## src/rtl/id_ex_stage.sv

```systemverilog
// ---------------------------------------------------------------------------
// id_ex_stage
//   ID/EX pipeline register feeding the ALU. Latches decoded operands and
//   control, registers the 4-bit ALU opcode decoded from ALUOp/funct, applies
//   EX/MEM and MEM/WB forwarding so A/B can drive the ALU directly, and raises
//   a combinational load-use request for the hazard unit.
//
// Ports
//   clk, rst_n            rising-edge clock, synchronous active-low reset
//   stall, flush          hold stage / load a bubble (flush wins)
//   id_*                  decoded instruction from the ID stage
//   exmem_*, memwb_*      forwarding sources (regwrite, dest reg, result)
//   ex_valid              stage holds a real instruction
//   ALUctl                registered ALU opcode
//   A, B                  forwarded ALU operands
//   ex_store_data         forwarded rt value for stores
//   ex_wreg, ex_*         destination register and control bits
//   ex_illegal            unsupported R-type funct captured
//   load_use              load in EX feeds the instruction in ID
// ---------------------------------------------------------------------------
module id_ex_stage #(
   parameter int unsigned DATA_W = 32,
   parameter int unsigned RA_W   = 5
) (
   input  logic              clk,
   input  logic              rst_n,
   input  logic              stall,
   input  logic              flush,
   input  logic              id_valid,
   input  logic [1:0]        id_alu_op,
   input  logic [5:0]        id_funct,
   input  logic [RA_W-1:0]   id_rs,
   input  logic [RA_W-1:0]   id_rt,
   input  logic [RA_W-1:0]   id_wreg,
   input  logic [DATA_W-1:0] id_rs_data,
   input  logic [DATA_W-1:0] id_rt_data,
   input  logic [DATA_W-1:0] id_imm,
   input  logic              id_alusrc,
   input  logic              id_regwrite,
   input  logic              id_memread,
   input  logic              id_memwrite,
   input  logic              id_memtoreg,
   input  logic              exmem_regwrite,
   input  logic [RA_W-1:0]   exmem_wreg,
   input  logic [DATA_W-1:0] exmem_result,
   input  logic              memwb_regwrite,
   input  logic [RA_W-1:0]   memwb_wreg,
   input  logic [DATA_W-1:0] memwb_result,
   output logic              ex_valid,
   output logic [3:0]        ALUctl,
   output logic [DATA_W-1:0] A,
   output logic [DATA_W-1:0] B,
   output logic [DATA_W-1:0] ex_store_data,
   output logic [RA_W-1:0]   ex_wreg,
   output logic              ex_regwrite,
   output logic              ex_memread,
   output logic              ex_memwrite,
   output logic              ex_memtoreg,
   output logic              ex_illegal,
   output logic              load_use
);

   typedef enum logic [3:0] {
      ALU_AND = 4'd0,
      ALU_OR  = 4'd1,
      ALU_ADD = 4'd2,
      ALU_SUB = 4'd6,
      ALU_SLT = 4'd7,
      ALU_NOR = 4'd12,
      ALU_BAD = 4'd15
   } alu_ctl_e;

   typedef struct packed {
      logic              valid;
      logic [3:0]        alu_ctl;
      logic              illegal;
      logic [RA_W-1:0]   rs;
      logic [RA_W-1:0]   rt;
      logic [RA_W-1:0]   wreg;
      logic [DATA_W-1:0] rs_data;
      logic [DATA_W-1:0] rt_data;
      logic [DATA_W-1:0] imm;
      logic              alusrc;
      logic              regwrite;
      logic              memread;
      logic              memwrite;
      logic              memtoreg;
   } stage_t;

   // Reset/flush contents: everything zero except the ALU opcode, which
   // idles at ADD.
   function automatic stage_t stage_clear();
      stage_t s;
      s         = '0;
      s.alu_ctl = ALU_ADD;
      return s;
   endfunction

   // Operand forwarding: EX/MEM has priority over MEM/WB, r0 never forwards.
   function automatic logic [DATA_W-1:0] fwd(
      input logic [RA_W-1:0]   r,
      input logic [DATA_W-1:0] rf_data,
      input logic              em_we,
      input logic [RA_W-1:0]   em_reg,
      input logic [DATA_W-1:0] em_val,
      input logic              mw_we,
      input logic [RA_W-1:0]   mw_reg,
      input logic [DATA_W-1:0] mw_val
   );
      if (em_we && (em_reg != '0) && (em_reg == r)) begin
         return em_val;
      end else if (mw_we && (mw_reg != '0) && (mw_reg == r)) begin
         return mw_val;
      end
      return rf_data;
   endfunction

   stage_t   stage_q;
   stage_t   stage_d;
   alu_ctl_e dec_ctl;
   logic     dec_bad;

   logic [DATA_W-1:0] fwd_rs;
   logic [DATA_W-1:0] fwd_rt;

   // ALU control decode in ID so the registered opcode is ready in EX.
   always_comb begin
      dec_ctl = ALU_ADD;
      dec_bad = 1'b0;
      case (id_alu_op)
         2'b00: dec_ctl = ALU_ADD;
         2'b01: dec_ctl = ALU_SUB;
         2'b11: dec_ctl = ALU_OR;
         default: begin
            case (id_funct)
               6'h20: dec_ctl = ALU_ADD;
               6'h22: dec_ctl = ALU_SUB;
               6'h24: dec_ctl = ALU_AND;
               6'h25: dec_ctl = ALU_OR;
               6'h2A: dec_ctl = ALU_SLT;
               6'h27: dec_ctl = ALU_NOR;
               default: begin
                  dec_ctl = ALU_BAD;
                  dec_bad = 1'b1;
               end
            endcase
         end
      endcase
   end

   // Next-state: flush beats stall beats load. An invalid ID slot still
   // captures its fields but all control bits are forced off.
   always_comb begin
      stage_d = stage_q;
      if (flush) begin
         stage_d = stage_clear();
      end else if (!stall) begin
         stage_d.valid    = id_valid;
         stage_d.alu_ctl  = dec_ctl;
         stage_d.illegal  = id_valid & dec_bad;
         stage_d.rs       = id_rs;
         stage_d.rt       = id_rt;
         stage_d.wreg     = id_wreg;
         stage_d.rs_data  = id_rs_data;
         stage_d.rt_data  = id_rt_data;
         stage_d.imm      = id_imm;
         stage_d.alusrc   = id_alusrc;
         stage_d.regwrite = id_valid & id_regwrite & ~dec_bad;
         stage_d.memwrite = id_valid & id_memwrite & ~dec_bad;
         stage_d.memread  = id_valid & id_memread;
         stage_d.memtoreg = id_valid & id_memtoreg;
      end
   end

   always_ff @(posedge clk) begin
      if (!rst_n) begin
         stage_q <= stage_clear();
      end else begin
         stage_q <= stage_d;
      end
   end

   always_comb begin
      fwd_rs = fwd(stage_q.rs, stage_q.rs_data,
                   exmem_regwrite, exmem_wreg, exmem_result,
                   memwb_regwrite, memwb_wreg, memwb_result);
      fwd_rt = fwd(stage_q.rt, stage_q.rt_data,
                   exmem_regwrite, exmem_wreg, exmem_result,
                   memwb_regwrite, memwb_wreg, memwb_result);
   end

   assign A             = fwd_rs;
   assign B             = stage_q.alusrc ? stage_q.imm : fwd_rt;
   assign ex_store_data = fwd_rt;

   assign ex_valid    = stage_q.valid;
   assign ALUctl      = stage_q.alu_ctl;
   assign ex_wreg     = stage_q.wreg;
   assign ex_regwrite = stage_q.regwrite;
   assign ex_memread  = stage_q.memread;
   assign ex_memwrite = stage_q.memwrite;
   assign ex_memtoreg = stage_q.memtoreg;
   assign ex_illegal  = stage_q.illegal;

   assign load_use = stage_q.valid & stage_q.memread & (stage_q.wreg != '0)
                   & id_valid
                   & ((stage_q.wreg == id_rs) | (stage_q.wreg == id_rt));

endmodule

```

## config.mk

```make
export PLATFORM = sky130hd
export DESIGN_NAME = id_ex_stage
export DESIGN_NICKNAME = d
export VERILOG_FILES = /design/src/rtl/id_ex_stage.sv
export SDC_FILE = /design/constraint.sdc
export NUM_CORES = 1
export LEC_CHECK = 0
export CAP_MARGIN = 20
export CORE_AREA = 2 2 124 126
export CTS_CLUSTER_SIZE = 40
export DETAILED_ROUTE_END_ITERATION = 10
export DIE_AREA = 0 0 126 128
export DONT_BUFFER_PORTS = 1
export PLACE_DENSITY = 0.61
export SLEW_MARGIN = 10
export SYNTH_ARGS = -nofsm -noshare
export SYNTH_HDL_FRONTEND = slang
export SYNTH_SLANG_ARGS = --single-unit
```

## constraint.sdc

```tcl
create_clock -name clk -period 2.7 [get_ports clk]
set_input_delay 0.27 -clock clk [delete_from_list [all_inputs] [get_ports clk]]
set_output_delay 0.27 -clock clk [all_outputs]
set_load 0.05 [all_outputs]
```

# == Word-level counts from Yosys, hierarchy flattened ==
# Index checks and enable logic that the tools add are counted.
# totals
ff_bits,122
inputBits,205
output_inout_bits,112
elab_cells,70
# classes
mux,15
n_bitwise,14
n_reduce_logical,13
n_eq_ne,14
# op_table
operator,count
$mux W32,7
$eq A6 B6 Y1 const B,6
$eq A5 B5 Y1,6
$pmux W4 S6,1
$reduce_bool A5 Y1,3
$pmux W4 S3,1
$and A1 B1 Y1,11
$logic_and A1 B1 Y1,6
$mux W1,6
$reduce_or A6 Y1,1
$reduce_or A3 Y1,1
$eq A2 B1 Y1 const B,1
$eq A2 B2 Y1 const B,1
$logic_not A2 Y1,1
$not A1 Y1,2
$reduce_or A2 Y1,1
$or A1 B1 Y1,1

# == Logic depth before layout (Yosys ltp) ==
# Gate-level depths: netlist (run 1).
# depth
depth_word,7
mapped_depth,7
depth_no_buf,5

# == Worst setup path after synthesis (run 1) ==
# Ideal clock, no wire load.
# synth_timing
kind,reg-to-output
start,register stage_q[110] (netlist name)
end,output port B[19]
slack_ps,-350
n_path_buf,2
path_stages_with_launch,8
t_required_ps,2430
t_arrival_ps,2780
path_cell_list,dfxtp_1 -> xor2_1 -> or4b_1 -> buf_2 -> buf_6 -> nor4b_2 -> a211oi_1 -> o31ai_1
# synth_between
elab_chain_len,6
word_cells_on_any_way,9
cone_classes,eq/ne: 2; mux: 5; reduce/logical: 2
# synth_lines
item,line_no,source
start: declaration,118,stage_t stage_q;
start signal: assignment,177,stage_q <= stage_clear();
start signal: assignment,179,stage_q <= stage_d;
$eq A5 B5 Y1,112,end else if (mw_we && (mw_reg != '0) && (mw_reg == r)) begin
$logic_and A1 B1 Y1,112,
$mux W1,112,
$mux W1,110,if (em_we && (em_reg != '0) && (em_reg == r)) begin
$mux W32 *,115,return rf_data;
$mux W32 *,193,assign B = stage_q.alusrc ? stage_q.imm : fwd_rt;
end: declaration,52,"output logic [DATA_W-1:0] B,"
# Mark *: on every way between the ends. The rest lies on a longest branch, timed or not.

# == Final worst setup path (run 1) ==
# layout_timing
start,register stage_q[109] (netlist name)
end,output port B[4]
# Same word-level chain as after synthesis.

==> impl_metrics.csv, run 1 <==
group,metric,value,unit
place,place_hpwl,17490,um
cells_and_area,final_util,70.68,%
clock_network,path_clk_slew,0.06,ns
critical_path,reg2reg_to,"stage_q[4]",
clock_network,root_buffer,"clkbuf_16",
critical_path,cpPeakStageDelay,0.54,ns
synth,seq_area_frac_synth,33.57,%
critical_path,startpoint,"stage_q[109]",
sta,period_minus_slack,2.867,ns
clock_network,clock_latency,0.42,ns
place,pre_cts_slack,-0.003403,ns
sta,max_slew_margin,24.66,%
cells_and_area,nFillCells,1053,
sta,hold_violations,0,
critical_path,slowest_stage,"or4b_4",
cells_and_area,fin_cells,1189,
synth,synth_edf_count,0,
grt,grt_max_degree,125,
outcome,status,"finished, violations left",
sta,max_freq,348.9,MHz
clock_network,clock-sinks,122,
synth,synthMuxAreaShare,24.46,%
job,drv_cap,0,
detailed_routing,drt_iter0_drc,640,
cells_and_area,nNetsFinal,1192,
power_and_ir_drop,power.leakage,4.147,nW
critical_path,critical_path_arrival,2.60,ns
power_and_ir_drop,vdd_drop_max,391.5,uV
grt,grt_usage,31.66,%
die,dieArea,0.01613,mm^2
detailed_routing,routed_wl,26400,um
clock_network,clockBufferDepth,2,
sta,worst_slew_pin_slew,1.130,ns
clock_network,cts_tree,"done",
critical_path,start_kind,"flop",
grt,overflow,0,
grt,antenna_found_initial,1,
synth,synthAdderAreaFrac,0,%
detailed_routing,dr.pass1.iters,8,
die,core-area,0.01486,mm^2
synth,synth_xor_area_share,3.732,%
power_and_ir_drop,p_per_area,536.6,mW/mm^2
sta,post-route-period-util,106.2,%
die,dieWidth,126,um
synth,ys_seq_elements,122,
critical_path,required,2.43,ns
critical_path,path_max_fanout,6,
critical_path,rr_startpoint,"stage_q[4]",
place,place_congestion,0.9175,
place,place_inst,1073,
clock_network,h-tree-depth,4,
critical_path,path_cells,"xor2_2, or4b_4, buf_6, or3_4, a211oi_2, o31ai_2, buf_4",
min_path,hold_class,"in2reg",
outcome,failed_checks,"negative setup slack",
synth,synth_warnings,0,
cells_and_area,syn_to_final_growth,44.43,%
grt,grt_pass1_vias,7423,
clock_network,cts_buffers,17,
synth,syn-num-nets,1059,
synth,syn_avg_cell_area,8.518,um^2
synth,synth_cell_types,43,
detailed_routing,viasPerCell,6.108,
die,die_y,128,um
grt,grt_pass1_wl,40500,um
place,placedInstanceArea,0.008725,mm^2
die,num_rows,45,
synth,synth_flop_cell,"dfxtp_1",
detailed_routing,ant_nets,0,
critical_path,ff2ff_path_depth,2,
critical_path,crit_path_end,"B[4]",
die,ios,317,
critical_path,path_class,"reg2out",
cells_and_area,design_area,0.01051,mm^2
die,initial_utilization,48.94,%
sta,setup_viol,37,
sta,setup_ws,-0.1665,ns
synth,netlist_instances,854,
synth,synthSimpleGateAreaFrac,19.75,%
critical_path,end_kind,"output port",
sta,rsz0062_at_grt,"true",
critical_path,r2r_slack,1.26,ns
place,port_buffers,0,
sta,finClkSkew,0,ns
synth,synth_top_family_by_area,"multiplexers",
synth,syn_area,0.007274,mm^2
detailed_routing,drc,0,
sta,slew_violations,0,
detailed_routing,vias,7263,
cells_and_area,final_layout_size_suffix_gt1_share,29.10,%
synth,synth_compound_area_share,12.45,%
sta,setup_tns,-3.368,ns
detailed_routing,wl_per_cell,22.20,um
synth,synth_async_sr_flop_share,0,%
[where the power goes]
group	total, W	switching [W]	internal (W)
sequential	0.00194	0.0000760	0.00186
clock	0.00255	0.000843	0.00171
combinational	0.00115	0.000658	0.000492
[Yosys cell counts, types with 4 or more instances]
cell type,instances,share of area [%]
buf_4,12,1.2
a31oi_1,31,2.7
nand2b_1,4,0.34
nor3_1,33,2.3
mux2_2,29,4.5
dfxtp_1,122,34
buf_2,15,1.0
nand3_1,33,2.3
nor4_1,30,2.6
o31ai_2,28,4.8
a21oi_1,39,2.7
mux2i_1,144,20
buf_1,10,0.52
nand2_1,38,2.0
xor2_1,15,1.8
xnor2_1,16,1.9
o31ai_1,5,0.52
nor2_1,158,8.2
clkbuf_1,51,2.6
[worst max-delay path: cells and delay by family, from the launching register on]
| kind | cells | cell delay [ns] |
|---|---|---|
| AO/OA/AOI/OAI | 2 | 0.38 |
| XOR/XNOR | 1 | 0.15 |
| buffers and inverters | 2 | 0.40 |
| flip-flops | 1 | 0.35 |
| AND/OR/NAND/NOR | 2 | 0.90 |
[placed cells by master (no fill, tap or decap), types with 3 or more instances in the layout]
cell type	count
nor2b_1	3
nor3_1	33
buf_12	37
clkinvlp_4	3
a21oi_1	38
mux2i_1	142
nand2_1	38
xor2_4	3
mux2_4	9
dlygate4sd3_1	67
inv_1	3
o31ai_4	16
bufinv_16	5
a31oi_2	29
dfxtp_2	6
xnor2_1	15
dfxtp_1	115
clkbuf_8	3
nor2_1	157
buf_4	92
nand3_1	33
buf_6	8
xor2_1	10
o31ai_2	16
nand2b_1	3
clkbuf_16	17
nor4_1	30
mux2_2	20
[routing by layer]
metal | share of wire (%) | GRT usage, % | routed length, um
met1 | 38 | 37.48 | 10050
met2 | 49 | 53.67 | 13040
met3 | 9.2 | 8.932 | 2440
met4 | 3.3 | 14.03 | 862
met5 | 0 | 0 | 0
[kinds of logic (layout without fill, tap and decap cells)]
family | count (synthesis) | in the layout
DFF | 122 | 122
AOI/OAI and AO/OA | 119 | 119
muxes | 174 | 174
other | 0 | 1
buffers and inverters | 94 | 240
and+or+nand+nor | 314 | 314
xor gates and xnor gates | 31 | 31
[sequential cells by signal, indices dropped and copies added, names as in the netlist]
| signal | flops |
|---|---|
| stage_q | 107 |
| ex_wreg | 5 |
| ALUctl | 4 |
| ex_illegal | 1 |
| ex_memread | 1 |
| ex_memtoreg | 1 |
| ex_memwrite | 1 |
| ex_regwrite | 1 |
| ex_valid | 1 |
[layout make-up]
cell class | instances | area, um^2 | area share [%]
multi-input cells | 638 | 4935 | 46.97
repair buffers | 205 | 2207 | 21.01
flip-flops and latches | 122 | 2454 | 23.35
well taps | 188 | 235.2 | 2.239
diodes | 1 | 2.502 | 0.02382
clock buffers | 21 | 470.5 | 4.478
inverters | 3 | 11.26 | 0.1072
clock inverters | 11 | 191.4 | 1.822
[how the worst min path moves through the flow]
stage | startpoint | end | slack [ns] | depth (start not counted)
2_1_floorplan | id_wreg[0] | ex_wreg[0] | 0.41 | 2
3_3_place_gp | id_memtoreg | ex_memtoreg | 0.41 | 2
3_5_place_dp | id_rs_data[28] | stage_q[97] | 0.42 | 2
4_1_cts | id_rt_data[3] | stage_q[40] | 0.0008 | 2
5_1_grt | id_imm[15] | stage_q[20] | 0.001 | 2
6_report | id_imm[19] | stage_q[24] | 0.008 | 2
[through the flow]
step	hold slack [ns]	total power (W)
after floorplan	0.4139	0.002692
after global placement	0.4148	0.002941
after detailed placement	0.4223	0.002965
after CTS	0.0007942	0.005616
after global routing	0.001392	0.005812
final	0.008132	0.005638
[what timing repair did]
action,CTS,global route
setup buffers,11,5
hold buffers,67,0
hold endpoints to repair,67,0
pin swaps,10,14
gates resized for setup,34,28
setup endpoints to repair,91,60
Note: power is estimated with default switching activity, not from simulation.
==> run 2: changes to the inputs <==
CTS_BUF_LIST = sky130_fd_sc_hd__clkbuf_4   (was unset)
clock period = 3.3 ns   (was 2.7 ns; I/O delays follow)
==> run 2 against run 1 <==
  * The flow now finishes without violations
  * Die area did not move
  * Flip-flop and latch count did not move
  * Final area fell by 6.0%
  * Worst setup slack improved by 0.24 ns
  * Clock skew did not move
  * Wire length rose by 3.7%
  * Critical endpoint is now ex_store_data[4]
  * Largest cell class unchanged
  * Largest power group is now registers
==> impl_metrics.csv, run 2 (synthesis gave the netlist of run 1 again) <==
group,metric,value,unit
sta,hold_violations,0,
detailed_routing,dr.pass1.iters,6,
die,num_rows,45,
grt,grt_max_degree,79,
cells_and_area,final_layout_size_suffix_gt1_share,19.41,%
die,ios,317,
power_and_ir_drop,power.leakage,3.905,nW
min_path,hold_path_depth,3,
cells_and_area,final-seq-area,0.002449,mm^2
critical_path,end_kind,"output port",
cells_and_area,regMostFlops,"stage_q",
detailed_routing,ant_nets,0,
min_path,hold_class,"in2reg",
critical_path,critPathBufInv,2,
grt,grt_use_met1,36.34,%
critical_path,slowest_stage,"or4b_4",
min_path,hold_end,"ALUctl[1]",
sta,max_slew_margin,30.65,%
clock_network,path_clk_slew,0.12,ns
critical_path,r2r_slack,1.63,ns
cells_and_area,final_util,66.44,%
place,place_hpwl,17080,um
critical_path,ff2ff_path_depth,3,
place,pre_cts_slack,0.08479,ns
cells_and_area,largest_reg_flops,107,
grt,grt_pass1_vias,7685,
cells_and_area,nFillCells,1160,
job,drv_cap,0,
sta,setup_viol,0,
clock_network,h-tree-depth,4,
clock_network,clockBufferDepth,2,
die,dieArea,0.01613,mm^2
critical_path,path_class,"reg2out",
grt,grt_pass1_wl,40810,um
clock_network,cts_buffers,17,
cells_and_area,layout_commonest_cell,"dlygate4sd3_1",
min_path,min_from,"stall",
critical_path,path_max_fanout,16,
die,dieWidth,126,um
detailed_routing,drt_iter0_drc,594,
grt,grt_usage,32.37,%
cells_and_area,syn_to_final_growth,35.76,%
place,port_buffers,0,
clock_network,clock_latency,0.55,ns
critical_path,critical_path_arrival,2.90,ns
die,initial_utilization,48.94,%
cells_and_area,multiInputGateArea,0.004547,mm^2
detailed_routing,viasPerCell,6.056,
die,core-area,0.01486,mm^2
sta,finClkSkew,0,ns
detailed_routing,vias,7510,
grt,overflow,0,
critical_path,crit_top_cell,"buf_4",
cells_and_area,nNetsFinal,1243,
critical_path,path_cells,"xor2_4, or4b_4, or3_1, a211oi_1, buf_4, nor2_1, buf_4",
critical_path,reg2reg_to,"ex_wreg[4]",
critical_path,required,2.97,ns
detailed_routing,routed_wl,27380,um
critical_path,rr_startpoint,"ex_wreg[4]",
sta,setup_tns,0,ns
sta,rsz0062_at_grt,"true",
clock_network,root_buffer,"clkbuf_4",
grt,gr-usage-met2,57.87,%
critical_path,start_kind,"flop",
critical_path,critical_path.top_delay_family,"simple AND/OR/NAND/NOR gates",
power_and_ir_drop,p_per_area,359.2,mW/mm^2
place,place_congestion,0.8542,
detailed_routing,drc,0,
power_and_ir_drop,vdd_drop_max,238.2,uV
grt,grt.busiest_layer,"met2",
critical_path,cpPeakStageDelay,0.58,ns
sta,post-route-period-util,97.90,%
outcome,status,"finished clean",
detailed_routing,wl_per_cell,22.08,um
sta,setup_ws,0.06940,ns
sta,worst_slew_pin_slew,1.040,ns
grt,antenna_found_initial,1,
clock_network,cts_tree,"done",
clock_network,clock-sinks,122,
sta,max_freq,309.5,MHz
cells_and_area,final_cell_mix,"dlygate4sd3_1, nor2_1, mux2i_1",
grt,met3_usage,9.349,%
sta,slew_violations,0,
die,die_y,128,um
sta,period_minus_slack,3.231,ns
-- run 2: cell count changes in the layout (fill, tap and decap cells not counted), sizes merged --
cell and delta:
xor2 +3, clkinv +4, inv +4, bufinv -4, clkbuf -4, buf -47, dlygate4sd3 +95
-- run 2: worst max-delay path by stage --
stage	from	end	depth (start not counted)
after detailed placement	stage_q[106]	B[18]	6
after global routing	stage_q[108]	ex_store_data[4]	7
after CTS	stage_q[114]	A[27]	7
after floorplan	stage_q[110]	B[19]	7
after global placement	stage_q[106]	B[19]	7
final	stage_q[108]	ex_store_data[4]	7
-- run 2: what timing repair did --
action                                  in CTS  in global routing
gates cloned                                 3                  0
buffers inserted                             3                  2
hold buffers                               163                  0
pin swaps                                    4                  1
resized for setup                            5                  6
endpoints found under the setup margin      64                 41
endpoints found under the hold margin      122                  0
-- run 2: per-layer routing --
metal / part of all wire [%] / routed length (um)
met3: 9.0 / 2469
met1: 38 / 10320
met4: 3.0 / 809
met2: 50 / 13780
met5: 0 / 0
-- run 2: through the flow --
| stage | instance area, um^2 | cells | hold WS (ns) | power [W] |
|---|---|---|---|---|
| after detailed placement | 7834 | 1036 | 0.4823 | 0.002303 |
| after floorplan | 7274 | 854 | 0.4414 | 0.002191 |
| after global routing | 9876 | 1240 | 0.04011 | 0.003677 |
| final | 9876 | 1240 | 0.07891 | 0.003547 |
| after CTS | 9837 | 1237 | 0.01207 | 0.003545 |
| after global placement | 7834 | 1036 | 0.4708 | 0.002289 |
-- run 2: report_power, final --
| group | switching (W) | internal, W | total [W] | leakage, nW |
|---|---|---|---|---|
| clock network | 0.000655 | 0.000383 | 0.00104 | 0.139 |
| registers | 0.0000607 | 0.00152 | 0.00158 | 0.995 |
| logic | 0.000548 | 0.000381 | 0.000929 | 2.77 |
-- run 2: layout make-up --
cell class | count | share of cell area [%]
multi-input cells | 641 | 46.04
clock inverters | 15 | 1.432
well taps | 188 | 2.382
flip-flops and latches | 122 | 24.79
clock buffers | 17 | 1.292
repair buffers | 253 | 23.92
diodes | 1 | 0.02534
inverters | 3 | 0.1140
-- run 2: worst min-delay path, cell delays in order --
cell      delay (ns)
inv_1           0.07
nor2_1          0.11
o21bai_1        0.07
==> run 3: changes to the inputs <==
RECOVER_POWER = 100   (was unset)
==> run 3 against run 2 <==
  * The flow now finishes with violations (max-capacitance violations, max-slew violations)
  * Core utilization down 0.29 points
  * Register-to-register slack lost 0.03 ns
  * Power about the same
  * Combinational power barely moved
  * Global-route usage unchanged
  * Critical path depth stayed put
  * Non-clock buffer count is the same
  * Clock skew stayed put
  * Flip-flop and latch count unchanged
  * Sequential share of layout area is 0.11 points higher
  * Wire length up 0.22%
  * Final area down 0.44%
  * Critical path type unchanged
  * Largest cell class unchanged
  * Largest power group unchanged
  * Highest routed layer unchanged
==> impl_metrics.csv, run 3 (synthesis gave the netlist of run 1 again) <==
group,metric,value,unit
cells_and_area,final_layout_size_suffix_gt1_share,19.12,%
detailed_routing,drt_iter0_drc,563,
clock_network,cts_tree,"done",
detailed_routing,viasPerCell,6.061,
cells_and_area,largest_reg_flops,107,
power_and_ir_drop,vdd_drop_max,238.1,uV
grt,grt_use_met1,36.34,%
cells_and_area,syn_to_final_growth,35.16,%
critical_path,critical_path_arrival,2.89,ns
clock_network,clock-sinks,122,
cells_and_area,layout_commonest_cell,"dlygate4sd3_1",
sta,worst_slew_pin_slew,2.983,ns
cells_and_area,fin_cells,1240,
cells_and_area,design_area,0.009832,mm^2
sta,period_minus_slack,3.224,ns
place,place_inst,1036,
critical_path,required,2.97,ns
detailed_routing,routed_wl,27440,um
place,port_buffers,0,
critical_path,path_max_fanout,16,
sta,setup_ws,0.07619,ns
die,dieWidth,126,um
critical_path,slowest_stage,"or4b_4",
place,pre_cts_slack,0.08479,ns
place,place_hpwl,17080,um
detailed_routing,drc,0,
critical_path,path_cells,"xor2_4, or4b_4, or3_1, a211oi_1, buf_4, nor2_1, buf_4",
die,die_y,128,um
job,drv_cap,1,
detailed_routing,ant_nets,0,
sta,max_slew_margin,-98.87,%
grt,antenna_found_initial,1,
sta,post-route-period-util,97.69,%
grt,grt.busiest_layer,"met2",
critical_path,cpPeakStageDelay,0.58,ns
place,placedInstanceArea,0.007834,mm^2
critical_path,start_kind,"flop",
sta,slew_violations,73,
place,place_congestion,0.8542,
sta,setup_tns,0,ns
min_path,hold_class,"in2reg",
sta,rsz0062_at_grt,"true",
grt,met3_usage,9.349,%
sta,finClkSkew,0,ns
cells_and_area,final_cell_mix,"dlygate4sd3_1, nor2_1, mux2i_1",
clock_network,h-tree-depth,4,
sta,setup_viol,0,
cells_and_area,nNetsFinal,1243,
sta,max_freq,310.2,MHz
cells_and_area,regMostFlops,"stage_q",
die,core-area,0.01486,mm^2
detailed_routing,vias,7516,
die,ios,317,
clock_network,cts_buffers,17,
sta,hold_violations,0,
grt,gr-usage-met2,57.87,%
grt,grt_usage,32.37,%
clock_network,clockBufferDepth,2,
power_and_ir_drop,p_per_area,360.9,mW/mm^2
critical_path,crit_top_cell,"buf_4",
die,initial_utilization,48.94,%
grt,overflow,0,
grt,grt_pass1_vias,7685,
clock_network,clock_latency,0.55,ns
power_and_ir_drop,power.leakage,3.889,nW
critical_path,end_kind,"output port",
die,num_rows,45,
outcome,status,"finished, violations left",
grt,grt_pass1_wl,40810,um
die,dieArea,0.01613,mm^2
critical_path,path_class,"reg2out",
grt,grt_max_degree,79,
clock_network,path_clk_slew,0.12,ns
detailed_routing,wl_per_cell,22.13,um
outcome,failed_checks,"max-capacitance violations, max-slew violations",
detailed_routing,dr.pass1.iters,5,
clock_network,root_buffer,"clkbuf_4",
## run 3: changes by cell type in the layout (fill, tap and decap cells not counted)
cell      change
buf_4         -8
clkbuf_1      +1
clkbuf_2      +7
nand2b_1      +1
nand2b_4      -1
nor4_1        +1
nor4_4        -1
## run 3: repair_timing
action	4_1_cts	5_1_grt
gates cloned	3	0
setup buffers	3	2
endpoints found under the hold margin	122	0
setup endpoints to repair	64	41
hold buffers	163	0
pin swaps	4	1
gates resized for setup	5	6
## run 3: path summary, 6_finish.rpt
check	start	end	slack (ns)	cells after the start
worst max-delay path	stage_q[108]	ex_store_data[4]	0.08	7
worst min-delay path	stall	ALUctl[1]	0.08	3
worst max register to register	ex_wreg[4]	ex_wreg[4]	1.60	3
worst min register to register	stage_q[9]	stage_q[9]	0.52	2
## run 3: metrics by stage
| stage | util, % | hold WS (ns) | total power [W] |
|---|---|---|---|
| detailed placement | 52.70 | 0.4823 | 0.002303 |
| global route | 66.14 | 0.04011 | 0.003674 |
| finish | 66.14 | 0.07846 | 0.003549 |
| floorplan | - | 0.4414 | 0.002191 |
| global placement | 52.70 | 0.4708 | 0.002289 |
| CTS | 66.18 | 0.01207 | 0.003545 |
## run 3: critical path, delay by kind of cell (launching register included)
kind / cells / cell delay (ns)
xor gates and xnor gates: 1 / 0.23
AOI/OAI and AO/OA: 1 / 0.26
buffers and inverters: 2 / 0.37
DFF: 1 / 0.41
and+or+nand+nor: 3 / 1.05
## run 3: area by class of cell
cell class	instances	area (um^2)
diodes	1	2.502
clock buffers	17	127.6
clock inverters	15	141.4
fillers	1173	5032
inverters	3	11.26
multi-input cells	641	4524
flip-flops and latches	122	2449
well taps	188	235.2
repair buffers	253	2341
## run 3: power breakdown
group / switching, W / internal (W) / total, W
Clock: 0.000659 / 0.000383 / 0.00104
Sequential: 0.0000605 / 0.00152 / 0.00158
Combinational: 0.000546 / 0.000379 / 0.000926
Total: 0.00127 / 0.00228 / 0.00355
## run 3: metal layers
metal  share of wire [%]  routed length [um]
met1                  38               10290
met2                  51               13920
met3                 9.1                2498
met4                 2.7                 731
met5                   0                   0
